===== config.mk =====
export PLATFORM = sky130hd
export DESIGN_NAME = packet_receiver_flat
export DESIGN_NICKNAME = d
export VERILOG_FILES = /design/src/rtl/packet_receiver_if.sv /design/src/rtl/packet_receiver.sv /design/src/flat_wrapper.sv
export SDC_FILE = /design/constraint.sdc
export NUM_CORES = 1
export LEC_CHECK = 0
export BUFFER_PORTS_ARGS = -buffer_cell sky130_fd_sc_hd__buf_2
export CORE_UTILIZATION = 41
export DETAILED_ROUTE_END_ITERATION = 6
export MAX_ROUTING_LAYER = met4
export SYNTH_ARGS = -nofsm -noshare
export SYNTH_HDL_FRONTEND = slang
export SYNTH_SLANG_ARGS = --single-unit

===== constraint.sdc =====
create_clock -name clk -period 1.85 [get_ports clk]
set_input_delay 0.0925 -clock clk [delete_from_list [all_inputs] [get_ports clk]]
set_output_delay 0.0925 -clock clk [all_outputs]
set_load 0.005 [all_outputs]

===== src/rtl/packet_receiver_if.sv =====
// Packet stream and FIFO-slot write bus between the transmit path, the
// packet receiver (slave side) and the input FIFO.
interface packet_receiver_if #(
   parameter int UWIDTH    = 8,
   parameter int PTR_IN_SZ = 4
);
   logic                 packet_valid;
   logic [UWIDTH-1:0]    packet_in;
   logic                 wfull;
   logic                 wen;
   logic [PTR_IN_SZ-1:0] waddr;
   logic [UWIDTH-1:0]    wdata;
   logic                 winc;
   logic                 crc_err;
   logic                 len_err;
   logic                 drop;

   modport master (
      output packet_valid, packet_in, wfull,
      input  wen, waddr, wdata, winc, crc_err, len_err, drop
   );

   modport slave (
      input  packet_valid, packet_in, wfull,
      output wen, waddr, wdata, winc, crc_err, len_err, drop
   );
endinterface


===== src/rtl/packet_receiver.sv =====
// Byte-serial packet parser: writes SRC/DST/SIZE/DATA/CRC into one FIFO slot,
// commits the slot only when the XOR CRC matches.
module packet_receiver #(
   parameter int UWIDTH    = 8,
   parameter int PTR_IN_SZ = 4,
   parameter int SIZE_BITS = 3
) (
   input logic               clk,
   input logic               rst,
   packet_receiver_if.slave  bus
);

   localparam logic [2:0] S_IDLE = 3'd0;
   localparam logic [2:0] S_DST  = 3'd1;
   localparam logic [2:0] S_SIZE = 3'd2;
   localparam logic [2:0] S_DATA = 3'd3;
   localparam logic [2:0] S_CRC  = 3'd4;
   localparam logic [2:0] S_DROP = 3'd5;

   logic [2:0]           r_state;
   logic [UWIDTH-1:0]    r_crc;
   logic [SIZE_BITS-1:0] r_cnt;
   logic                 r_wen;
   logic [PTR_IN_SZ-1:0] r_waddr;
   logic [UWIDTH-1:0]    r_wdata;
   logic                 r_winc;
   logic                 r_crc_err;
   logic                 r_len_err;
   logic                 r_drop;

   logic                 w_valid;
   logic [UWIDTH-1:0]    w_byte;
   logic [SIZE_BITS-1:0] w_n;
   logic [PTR_IN_SZ-1:0] w_next_addr;

   assign w_valid     = bus.packet_valid;
   assign w_byte      = bus.packet_in;
   assign w_n         = w_byte[SIZE_BITS-1:0];
   // Every byte after SRC lands one address above the previous write.
   assign w_next_addr = r_waddr + 1'b1;

   // NOTE: all state here uses non-blocking assignments so every register
   // sees the pre-edge values of the others, regardless of statement order.
   always_ff @(posedge clk or negedge rst) begin
      if (!rst) begin
         r_state   <= S_IDLE;
         r_crc     <= '0;
         r_cnt     <= '0;
         r_wen     <= 1'b0;
         r_waddr   <= '0;
         r_wdata   <= '0;
         r_winc    <= 1'b0;
         r_crc_err <= 1'b0;
         r_len_err <= 1'b0;
         r_drop    <= 1'b0;
      end else begin
         r_wen     <= 1'b0;
         r_winc    <= 1'b0;
         r_crc_err <= 1'b0;
         r_len_err <= 1'b0;
         r_drop    <= 1'b0;

         case (r_state)
            S_IDLE: begin
               if (w_valid) begin
                  if (bus.wfull) begin
                     r_drop  <= 1'b1;
                     r_state <= S_DROP;
                  end else begin
                     r_wen   <= 1'b1;
                     r_waddr <= '0;
                     r_wdata <= w_byte;
                     r_crc   <= w_byte;
                     r_state <= S_DST;
                  end
               end
            end

            S_DST, S_SIZE, S_DATA, S_CRC: begin
               if (!w_valid) begin
                  // Truncated packet: slot is never committed and gets reused.
                  r_len_err <= 1'b1;
                  r_state   <= S_IDLE;
               end else begin
                  r_wen   <= 1'b1;
                  r_waddr <= w_next_addr;
                  r_wdata <= w_byte;
                  r_crc   <= r_crc ^ w_byte;
                  case (r_state)
                     S_DST: r_state <= S_SIZE;
                     S_SIZE: begin
                        r_cnt   <= w_n;
                        r_state <= (w_n == '0) ? S_CRC : S_DATA;
                     end
                     S_DATA: begin
                        r_cnt <= r_cnt - 1'b1;
                        if (r_cnt == SIZE_BITS'(1)) r_state <= S_CRC;
                     end
                     default: begin
                        if (w_byte == r_crc) r_winc    <= 1'b1;
                        else                 r_crc_err <= 1'b1;
                        r_state <= S_IDLE;
                     end
                  endcase
               end
            end

            S_DROP: begin
               if (!w_valid) r_state <= S_IDLE;
            end

            default: r_state <= S_IDLE;
         endcase
      end
   end

   assign bus.wen     = r_wen;
   assign bus.waddr   = r_waddr;
   assign bus.wdata   = r_wdata;
   assign bus.winc    = r_winc;
   assign bus.crc_err = r_crc_err;
   assign bus.len_err = r_len_err;
   assign bus.drop    = r_drop;

endmodule


===== src/flat_wrapper.sv =====
// flat-port wrapper written by rule: the top's interface ports become plain ports
module packet_receiver_flat 
#(
   parameter int UWIDTH    = 8,
   parameter int PTR_IN_SZ = 4,
   parameter int SIZE_BITS = 3
)
  (clk, rst, bus_packet_valid, bus_packet_in, bus_wfull, bus_wen, bus_waddr, bus_wdata, bus_winc, bus_crc_err, bus_len_err, bus_drop);
  packet_receiver_if #(.UWIDTH(UWIDTH), .PTR_IN_SZ(PTR_IN_SZ)) bus_i ();
  input logic clk;
  input logic rst;
  input wire logic [$bits(bus_i.packet_valid)-1:0] bus_packet_valid;
  input wire logic [$bits(bus_i.packet_in)-1:0] bus_packet_in;
  input wire logic [$bits(bus_i.wfull)-1:0] bus_wfull;
  output wire logic [$bits(bus_i.wen)-1:0] bus_wen;
  output wire logic [$bits(bus_i.waddr)-1:0] bus_waddr;
  output wire logic [$bits(bus_i.wdata)-1:0] bus_wdata;
  output wire logic [$bits(bus_i.winc)-1:0] bus_winc;
  output wire logic [$bits(bus_i.crc_err)-1:0] bus_crc_err;
  output wire logic [$bits(bus_i.len_err)-1:0] bus_len_err;
  output wire logic [$bits(bus_i.drop)-1:0] bus_drop;
  assign bus_i.packet_valid = bus_packet_valid;
  assign bus_i.packet_in = bus_packet_in;
  assign bus_i.wfull = bus_wfull;
  assign bus_wen = bus_i.wen;
  assign bus_waddr = bus_i.waddr;
  assign bus_wdata = bus_i.wdata;
  assign bus_winc = bus_i.winc;
  assign bus_crc_err = bus_i.crc_err;
  assign bus_len_err = bus_i.len_err;
  assign bus_drop = bus_i.drop;
  packet_receiver #(.UWIDTH(UWIDTH), .PTR_IN_SZ(PTR_IN_SZ), .SIZE_BITS(SIZE_BITS)) u_core (.clk(clk), .rst(rst), .bus(bus_i));
endmodule

After elaboration in Yosys (flattened, before gate mapping). Cells that the tools add are included.

Bits of input ports: 12. Register bits after elaboration: 31. Output and inout port bits: 17. Word-level logic and storage cells: 70.

Add/subtract/negate cells: 2. Mux-type cells: 36. Reduce and logical (&&, ||, !) cells: 9. Equal/unequal tests: 12. Bitwise logic cells: 1.

Operator list (number): $mux W8 (4); $pmux W8 S2 (2); $mux W3 (6); $pmux W3 S3 (2); $mux W1 (16); $mux W4 (3); $eq A8 B8 Y1 (1); $ne A2 B2 Y1 const B (4); $pmux W4 S2 (1); $xor A8 B8 Y8 (1); $eq A3 B1 Y1 const B (2); $eq A3 B2 Y1 const B (2); $eq A3 B3 Y1 const B (2); $logic_not A3 Y1 (2); $pmux W3 S2 (1); $reduce_and A3 Y1 (2); $add A4 B1 Y4 const B (1); $ne A4 B3 Y1 const B (1); $reduce_and A4 Y1 (1); $reduce_bool A2 Y1 (2); $reduce_or A4 Y1 (1); $reduce_or A3 Y1 (1); $sub A3 B1 Y3 const B (1); $pmux W1 S2 (1).

Depth between registers and ports, before layout. Gate-level depths: netlist of the first run.

Depth after elaboration: 5. Depth in mapped cells: 6. Mapped depth without buffers: 6.

Least setup slack after synthesis of the first run. OpenSTA, ideal clock, no wires.

Path type: register to register. Start: register u_core.r_state[1]. End: register u_core.r_wdata[0], in the netlist u_core.bus.wdata[0]. Required time: 1.731 ns. Data arrival time: 1.410 ns. Path slack: 0.321 ns. Path buffers: 1. Setup time: 0.119 ns. Cell stages (with the launch flop): 6. Clock period less this slack: 1.529 ns. Cells stage by stage: dfrtp_1 or2_1 buf_6 a21oi_4 nand2_2 a21bo_2.

Word-level cells in the longest chain between the ends: 4. Elaborated cells on any way between the ends: 12. Classes of those cells: eq/ne: 7; mux: 1; reduce/logical: 4.

RTL lines: start, declared (RTL line packet_receiver.sv:20) `logic [2:0] r_state;`; start signal, assigned (RTL line packet_receiver.sv:93) `r_state <= (w_n == '0) ? S_CRC : S_DATA;`; $eq A3 B3 Y1 (tied with other cells) (RTL line packet_receiver.sv:63) `case (r_state)`; $reduce_or A4 Y1 (RTL line packet_receiver.sv:63); $ne A2 B2 Y1 (no line) / $reduce_bool A2 Y1 (equally long branches); $reduce_and A4 Y1 (no line); end signal, assigned (RTL line packet_receiver.sv:72) `r_wdata <= w_byte;`; end signal, assigned (RTL line packet_receiver.sv:87) `r_wdata <= w_byte;`; end, declared (RTL line packet_receiver.sv:25) `logic [UWIDTH-1:0] r_wdata;`.

Several ways; a longest one is shown, not always the timed one. A chain may end at the register's enable or synchronous reset.

Final worst setup path of the first run.
Start: register u_core.r_state[1]. End: register u_core.r_wdata[4], in the netlist u_core.bus.wdata[4].

The elaborated chain is that of the path after synthesis.

==> results of run 1 <==
-- cells by family (layout without fill, tap and decap cells) --
logic type / count (synthesis) / count (layout) / synth area share (%)
and+or+nand+nor: 48 / 48 / 16.4
muxes: 1 / 1 / 1.43
xor gates and xnor gates: 18 / 18 / 9.98
adders and majority gates: 3 / 3 / 2.38
DFF: 31 / 31 / 49.1
buffers and inverters: 15 / 50 / 4.43
AOI/OAI and AO/OA: 32 / 32 / 16.3
-- power groups by stage --
stage                     registers (W)  clock network [W]  logic (W)
after floorplan                 0.00119                  0   0.000944
final                           0.00122           0.000587    0.00130
after CTS                       0.00122           0.000603    0.00131
after global routing            0.00126           0.000630    0.00147
after detailed placement        0.00123                  0    0.00131
after global placement          0.00121                  0    0.00124
-- synthesized netlist by cell type, drive strengths merged (2+ instances only) --
cell type	number	share of area, %
o221a	2	1.4
nor3	2	0.63
nand4	2	0.79
o2111ai	2	1.1
nor4	2	0.79
nand3	11	3.5
ha	3	2.4
nand2	18	4.4
a21bo	8	5.1
or2	2	0.79
a211oi	3	1.4
buf	5	2.1
xor2	17	9.4
a31oi	2	0.79
nor2	4	1.1
inv	9	2.1
dfrtp	31	49
o21ai	8	2.5
-- what timing repair did --
action,in CTS,in global routing
hold endpoints to repair,31,0
hold buffers,1,0
setup buffers,0,0
endpoints found under the setup margin,0,0
-- worst max-delay path, stage by stage, from the launching register on --
cell and delay (ns):
sky130_fd_sc_hd__dfrtp_1 0.47, sky130_fd_sc_hd__or2_1 0.37, sky130_fd_sc_hd__a21oi_4 0.34, sky130_fd_sc_hd__nand2_2 0.19, sky130_fd_sc_hd__a21bo_2 0.27
-- registers in the layout, indices dropped and copies added, names as in the netlist --
name and flops:
u_core.r_crc 8, u_core.bus.wen 1, u_core.r_cnt 3, u_core.bus.crc_err 1, u_core.r_state 3, u_core.bus.len_err 1, u_core.bus.wdata 8, u_core.bus.winc 1
u_core.bus.drop 1, u_core.bus.waddr 4
-- per-stage QoR --
step	setup slack [ns]	power [W]	instances
2_1_floorplan	0.321	0.00213	148
3_3_place_gp	0.214	0.00246	222
3_5_place_dp	0.118	0.00253	222
4_1_cts	0.111	0.00313	231
5_1_grt	0.0217	0.00336	231
6_report	0.109	0.00310	231
-- worst min path at each step --
stage	end	cells after the start
after floorplan	u_core.bus.crc_err$_DFF_PN0_	0
after global routing	u_core.bus.drop$_DFF_PN0_	2
after global placement	u_core.bus.waddr[2]$_DFFE_PN0P_	1
after detailed placement	u_core.bus.waddr[2]$_DFFE_PN0P_	1
after CTS	u_core.bus.drop$_DFF_PN0_	2
final	u_core.bus.drop$_DFF_PN0_	2
-- cell type report --
cell class / count / area, sq um
Timing Repair Buffer: 33 / 180
Tap cell: 48 / 60.1
Clock inverter: 1 / 7.51
Sequential cell: 31 / 776
Multi-Input combinational cell: 102 / 734
Clock buffer: 7 / 96.3
Fill cell: 361 / 1800
Inverter: 9 / 33.8
-- metal layers --
layer / track usage (%) / wire length [microns]
met5: - / 0
met4: 8.24 / 55
met3: 6.25 / 150
met2: 28.5 / 1520
met1: 22.4 / 1480
-- layout by cell type, fill, tap and decap left out, types with 4 or more instances in the layout --
cell type	instances
sky130_fd_sc_hd__a21bo_2	8
sky130_fd_sc_hd__buf_2	28
sky130_fd_sc_hd__buf_4	4
sky130_fd_sc_hd__clkbuf_8	7
sky130_fd_sc_hd__dfrtp_1	31
sky130_fd_sc_hd__inv_1	9
sky130_fd_sc_hd__nand2_1	17
sky130_fd_sc_hd__nand3_1	11
sky130_fd_sc_hd__o21ai_0	7
sky130_fd_sc_hd__xor2_1	17
==> implementation parameters, run 1 <==
Parameter                              Value

Worst setup path
  Capturing element type of the critical path ... register
  Source of the critical timing path ... u_core.r_state[1]$_DFFE_PN0P_
  End of the worst register-to-register path ... u_core.bus.wdata[4]$_DFFE_PN0P_
  Crit path kind ... reg2reg
  Worst Setup EP ... u_core.bus.wdata[4]$_DFFE_PN0P_
  Worst endpoint data arrival time ... ~1.9 ns
  Worst reg2reg startpoint ... u_core.r_state[1]$_DFFE_PN0P_
  Required @ worst endpoint ... about 2.0 ns
  Startpoint Class ... register
  Largest fanout of any net on the critical path ... 9
  R2R setup slack ... about 0.11 ns
  Worst reg2reg path depth ... 4

Flow run
  Number of max-cap violations ... 0

STA
  Max Slew Vio Count ... 0
  Ratio of final minimum period to clock period ... approximately 94%
  Final setup violation count ... 0
  Clock period minus worst slack ... around 1.7 ns
  Relative max-transition margin ... 54.3%
  Worst-margin pin slew ... 0.685 ns
  Timing-limited maximum frequency ... between 0.5 and 0.6 GHz
  RSZ-0062 raised after global routing ... false
  Fin Clk Skew ... approximately 0.0035 ns
  Setup TNS ... 0 ns
  Smallest hold slack ... 0.121 ns
  Final Hold Violating Endpoints ... 0

Power and ir drop
  Part of the power in registers ... between 30% and 40%
  Switching component of the power ... around 0.0012 W
  Leakage power ... approximately 0.91 nW
  Fraction of power spent switching nets ... 37.5%
  Clock power frac ... 18.9%
  Share of total power in combinational logic ... between 40% and 50%
  Power density normalized to cell area ... roughly 1600 nW/um^2
  Maximum ir drop on the vdd rail ... 834 uV
  Total internal power ... 0.00194 W

Routing
  DRC Markers ... 0
  Final antenna-violating net count ... 0
  WL final ... 3.20 mm
  Number of search-and-repair iterations in the first detailed-routing pass ... 4
  Post-detailed-route wirelength per cell ... between 10 and 15 microns
  DR vias ... between 1000 and 1500
  Via count normalized by instance count ... about 5.3
  Violation count after the first detailed-routing iteration ... 49

GRT
  Total global-route track usage ... 18.7%
  Largest net degree at the start of global routing ... 32
  Remaining Overflow, GRT ... 0
  First-pass GRT wire length ... between 5 and 6 mm
  Vias in the first global route ... between 1000 and 1500
  Initial antenna violation count ... 0

CTS
  Clock-pin slew reported for the worst setup and hold paths after clock tree synthesis ... about 0.06 ns
  CTS H-Tree Depth ... 2
  CTS sink cnt ... 31
  Clock tree buffer depth ... 2
  Number of CTS-inserted buffers ... 5
  Cells resized by post-CTS repair ... 0
  Clk root buf ... sky130_fd_sc_hd__clkbuf_8
  Worst-skew pair later-pin latency ... 0.28 ns
  TritonCTS clock tree ... built

Synth
  Cell variety after synth ... 42
  Syn. warnings ... 0
  Register bit count reported by yosys ... 31
  Sequential area share after synthesis ... 49.1%
  Post-Synthesis Net Count ... between 150 and 200
  Synthesized instance count ... between 100 and 150
  Main flop type after synthesis ... sky130_fd_sc_hd__dfrtp_1
  Fraction of synthesis flops using an asynchronous set or reset pin ... 100%
  Netlist Area Pre-Place ... 1580 sq um
  EDFF count, synth ... 0
  Synthesized area divided by synthesized cell count ... roughly 11 sq um

Layout
  Synth-to-layout area growth ... 19.5%
  Antenna fix cells ... 0
  Number of nets in the final layout ... 197
  Layout Utilization ... 51.2%
  Layout cells sized above 1 ... ~31%
  Total non-filler cell area in the finished layout ... roughly 1900 sq um

Floorplan
  Vert. Die Dim ... 64.1 microns
  Die outline area ... roughly 4100 sq um
  Floorplan row count ... 22
  Core area ... between 3000 and 4000 sq um
  Boundary pin count ... 29
  Initial standard-cell utilization of the core ... between 40 and 50%
  Chip width ... roughly 64 microns

Placed design
  Standard cell area after detailed placement ... ~1800 sq um
  Gp weighted congestion ... roughly 0.83
  Placed wire-length estimate ... between 2 and 2.5 mm
  Count of buffers from port buffering ... 28

Min path
  Hold path startpoint ... bus_wfull
  Worst Hold Class ... in2reg

Run status
  Result of the run ... complete, no violations
Power figures use the tool's default switching activity.
==> run 2, diff against run 1 <==
--- a/config.mk
+++ b/config.mk
@@ -7,6 +7,7 @@
 export LEC_CHECK = 0
 export BUFFER_PORTS_ARGS = -buffer_cell sky130_fd_sc_hd__buf_2
 export CORE_UTILIZATION = 41
+export CTS_BUF_LIST = sky130_fd_sc_hd__clkbuf_16
 export DETAILED_ROUTE_END_ITERATION = 6
 export MAX_ROUTING_LAYER = met4
 export SYNTH_ARGS = -nofsm -noshare
==> run 2 against run 1 <==
First-iteration DRC count down 27%. Combinational power about the same. Global-route usage up 0.12 points. Critical path type unchanged. Critical endpoint unchanged. Highest routed layer unchanged.
==> implementation parameters, run 2 (synthesis results as in run 1) <==
Parameter                              Value

Layout
  Layout Utilization ... 52.2% (was 51.2%)
  Antenna fix cells ... 0 (unchanged)
  Synth-to-layout area growth ... 21.8% (was 19.5%)
  Sequential cell area ... 776 sq um (unchanged)
  Layout cells sized above 1 ... 29.5% (was 30.6%)
  Commonest cells after routing, fill and taps aside ... 31 x sky130_fd_sc_hd__dfrtp_1, 28 x sky130_fd_sc_hd__buf_2, 17 x sky130_fd_sc_hd__nand2_1, 17 x sky130_fd_sc_hd__xor2_1, 11 x sky130_fd_sc_hd__nand3_1 (unchanged)
  Total non-filler cell area in the finished layout ... 1920 sq um (was 1890 sq um)
  Most frequent standard cell in the layout excluding fill and tap cells ... sky130_fd_sc_hd__dfrtp_1 (unchanged)
  Count of filler cells inserted in the layout ... 356 (was 361)
  Multi-input logic area ... 734 sq um (unchanged)
  Number of nets in the final layout ... 197 (unchanged)

Min path
  Hold path startpoint ... bus_wfull (unchanged)
  Hold Crit Endpoint ... u_core.bus.drop$_DFF_PN0_ (unchanged)
  Worst hold path stage count ... 2 (unchanged)
  Worst Hold Class ... in2reg (unchanged)

Worst setup path
  Critical Path Slowest Stage Cell ... sky130_fd_sc_hd__dfrtp_1 (unchanged)
  Crit path kind ... reg2reg (unchanged)
  Worst endpoint data arrival time ... 1.90 ns (was 1.91 ns)
  Startpoint Class ... register (unchanged)
  Required @ worst endpoint ... 2.01 ns (was 2.02 ns)
  Delay of the slowest cell on the worst path ... 0.46 ns (was 0.47 ns)
  End of the worst register-to-register path ... u_core.bus.wdata[4]$_DFFE_PN0P_ (unchanged)
  Capturing element type of the critical path ... register (unchanged)
  Largest fanout of any net on the critical path ... 9 (unchanged)
  Worst reg2reg startpoint ... u_core.r_state[1]$_DFFE_PN0P_ (unchanged)
  R2R setup slack ... 0.11 ns (about the same)
  Worst reg2reg path depth ... 4 (unchanged)
  Crit-path cells ... or2_1 > a21oi_4 > nand2_2 > a21bo_2 (unchanged)

STA
  Final setup violation count ... 0 (unchanged)
  Relative max-transition margin ... 54.1% (was 54.3%)
  Clock period minus worst slack ... 1.74 ns (about the same)
  Worst-margin pin slew ... 0.688 ns (was 0.685 ns)
  Final Hold Violating Endpoints ... 0 (unchanged)
  Ratio of final minimum period to clock period ... 94.2% (was 94.1%)
  Setup TNS ... 0 ns (unchanged)
  Fin Clk Skew ... 0.00346 ns (was 0.00354 ns)
  Max Slew Vio Count ... 0 (unchanged)
  Timing-limited maximum frequency ... 0.574 GHz (about the same)
  RSZ-0062 raised after global routing ... false (unchanged)

Power and ir drop
  Power density normalized to cell area ... 1710 nW/um^2 (was 1640 nW/um^2)
  Maximum ir drop on the vdd rail ... 908 uV (was 834 uV)
  Overall power after layout ... 0.00329 W (was 0.00310 W)
  Leakage power ... 0.922 nW (was 0.907 nW)

GRT
  Vias in the first global route ... 1268 (was 1235)
  First-pass GRT wire length ... 5.72 mm (was 5.61 mm)
  Total global-route track usage ... 18.8% (was 18.7%)
  Initial antenna violation count ... 0 (unchanged)
  Remaining Overflow, GRT ... 0 (unchanged)
  Largest net degree at the start of global routing ... 32 (unchanged)

Routing
  Violation count after the first detailed-routing iteration ... 36 (was 49)
  WL final ... 3.29 mm (was 3.20 mm)
  DR vias ... 1228 (was 1216)
  Number of search-and-repair iterations in the first detailed-routing pass ... 4 (unchanged)
  DRC Markers ... 0 (unchanged)
  Post-detailed-route wirelength per cell ... 14.3 microns (was 13.9 microns)
  Final antenna-violating net count ... 0 (unchanged)
  Via count normalized by instance count ... 5.32 (was 5.26)

Floorplan
  Vert. Die Dim ... 64.1 microns (unchanged)
  Initial standard-cell utilization of the core ... 42.8% (unchanged)
  Die outline area ... 4110 sq um (unchanged)
  Chip width ... 64.1 microns (unchanged)
  Boundary pin count ... 29 (unchanged)
  Core area ... 3690 sq um (unchanged)
  Floorplan row count ... 22 (unchanged)

Run status
  Result of the run ... complete, no violations (unchanged)

Placed design
  Gp weighted congestion ... 0.834 (unchanged)
  Count of buffers from port buffering ... 28 (unchanged)
  Placed wire-length estimate ... 2.37 mm (unchanged)
  Standard cell area after detailed placement ... 1770 sq um (unchanged)

CTS
  Clock tree buffer depth ... 2 (unchanged)
  Cells resized by post-CTS repair ... 0 (unchanged)
  TritonCTS clock tree ... built (unchanged)
  Hold buffers post-CTS ... 1 (unchanged)
  Clk root buf ... sky130_fd_sc_hd__clkbuf_16 (was sky130_fd_sc_hd__clkbuf_8)
  Number of CTS-inserted buffers ... 5 (unchanged)
  Worst-skew pair later-pin latency ... 0.27 ns (was 0.28 ns)
  CTS H-Tree Depth ... 2 (unchanged)
  CTS sink cnt ... 31 (unchanged)
  Buffers inserted during post-CTS setup optimization ... 0 (unchanged)
  Clock-pin slew reported for the worst setup and hold paths after clock tree synthesis ... 0.05 ns (was 0.06 ns)

Flow run
  Number of max-cap violations ... 0 (unchanged)
-- run 2: final cells by class --
class,count,share of cell area [%]
Sequential cell,31,40.3
Multi-Input combinational cell,102,38.2
Timing Repair Buffer,33,9.36
Clock buffer,5,6.50
Tap cell,48,3.12
Inverter,9,1.76
Clock inverter,3,0.780
-- run 2: how the worst max path moves through the flow --
stage                                             start                         endpoint  slack (ns)  cells past startpoint
after floorplan           u_core.r_state[1]$_DFFE_PN0P_  u_core.bus.wdata[0]$_DFFE_PN0P_        0.32                      5
after global placement    u_core.r_state[1]$_DFFE_PN0P_  u_core.bus.wdata[0]$_DFFE_PN0P_        0.21                      4
after detailed placement  u_core.r_state[1]$_DFFE_PN0P_  u_core.bus.wdata[4]$_DFFE_PN0P_        0.12                      4
after CTS                 u_core.r_state[1]$_DFFE_PN0P_  u_core.bus.wdata[4]$_DFFE_PN0P_        0.11                      4
after global routing      u_core.r_state[1]$_DFFE_PN0P_  u_core.bus.wdata[4]$_DFFE_PN0P_        0.02                      4
final                     u_core.r_state[1]$_DFFE_PN0P_  u_core.bus.wdata[4]$_DFFE_PN0P_        0.11                      4
-- run 2: through the flow --
stage                     worst slack, ns  std cells  hold slack [ns]
after floorplan                     0.321        148           -0.203
after global routing               0.0227        231            0.135
final                               0.108        231            0.132
after CTS                           0.111        231            0.127
after detailed placement            0.118        222            0.170
after global placement              0.214        222            0.165
-- run 2: layer usage --
metal / vias to the layer above / share of wire, % / GRT usage [%] / routed length (microns)
met5: - / 0 / - / 0
met4: 0 / 0.49 / 8.81 / 16
met3: 4 / 4.7 / 3.93 / 156
met2: 30 / 49 / 29.8 / 1610
met1: 602 / 46 / 22.8 / 1510
li1: 592 / - / - / -
-- run 2: worst max-delay path: cells and delay by family, from the launching register on --
family / cells / cell delay (ns)
compound gates: 2 / 0.60
simple gates: 2 / 0.56
flops: 1 / 0.46
-- run 2: power breakdown --
group          total [W]  switching (W)  internal (W)
Sequential       0.00122       0.000238      0.000981
Combinational    0.00130       0.000681      0.000622
Clock           0.000766       0.000279      0.000487
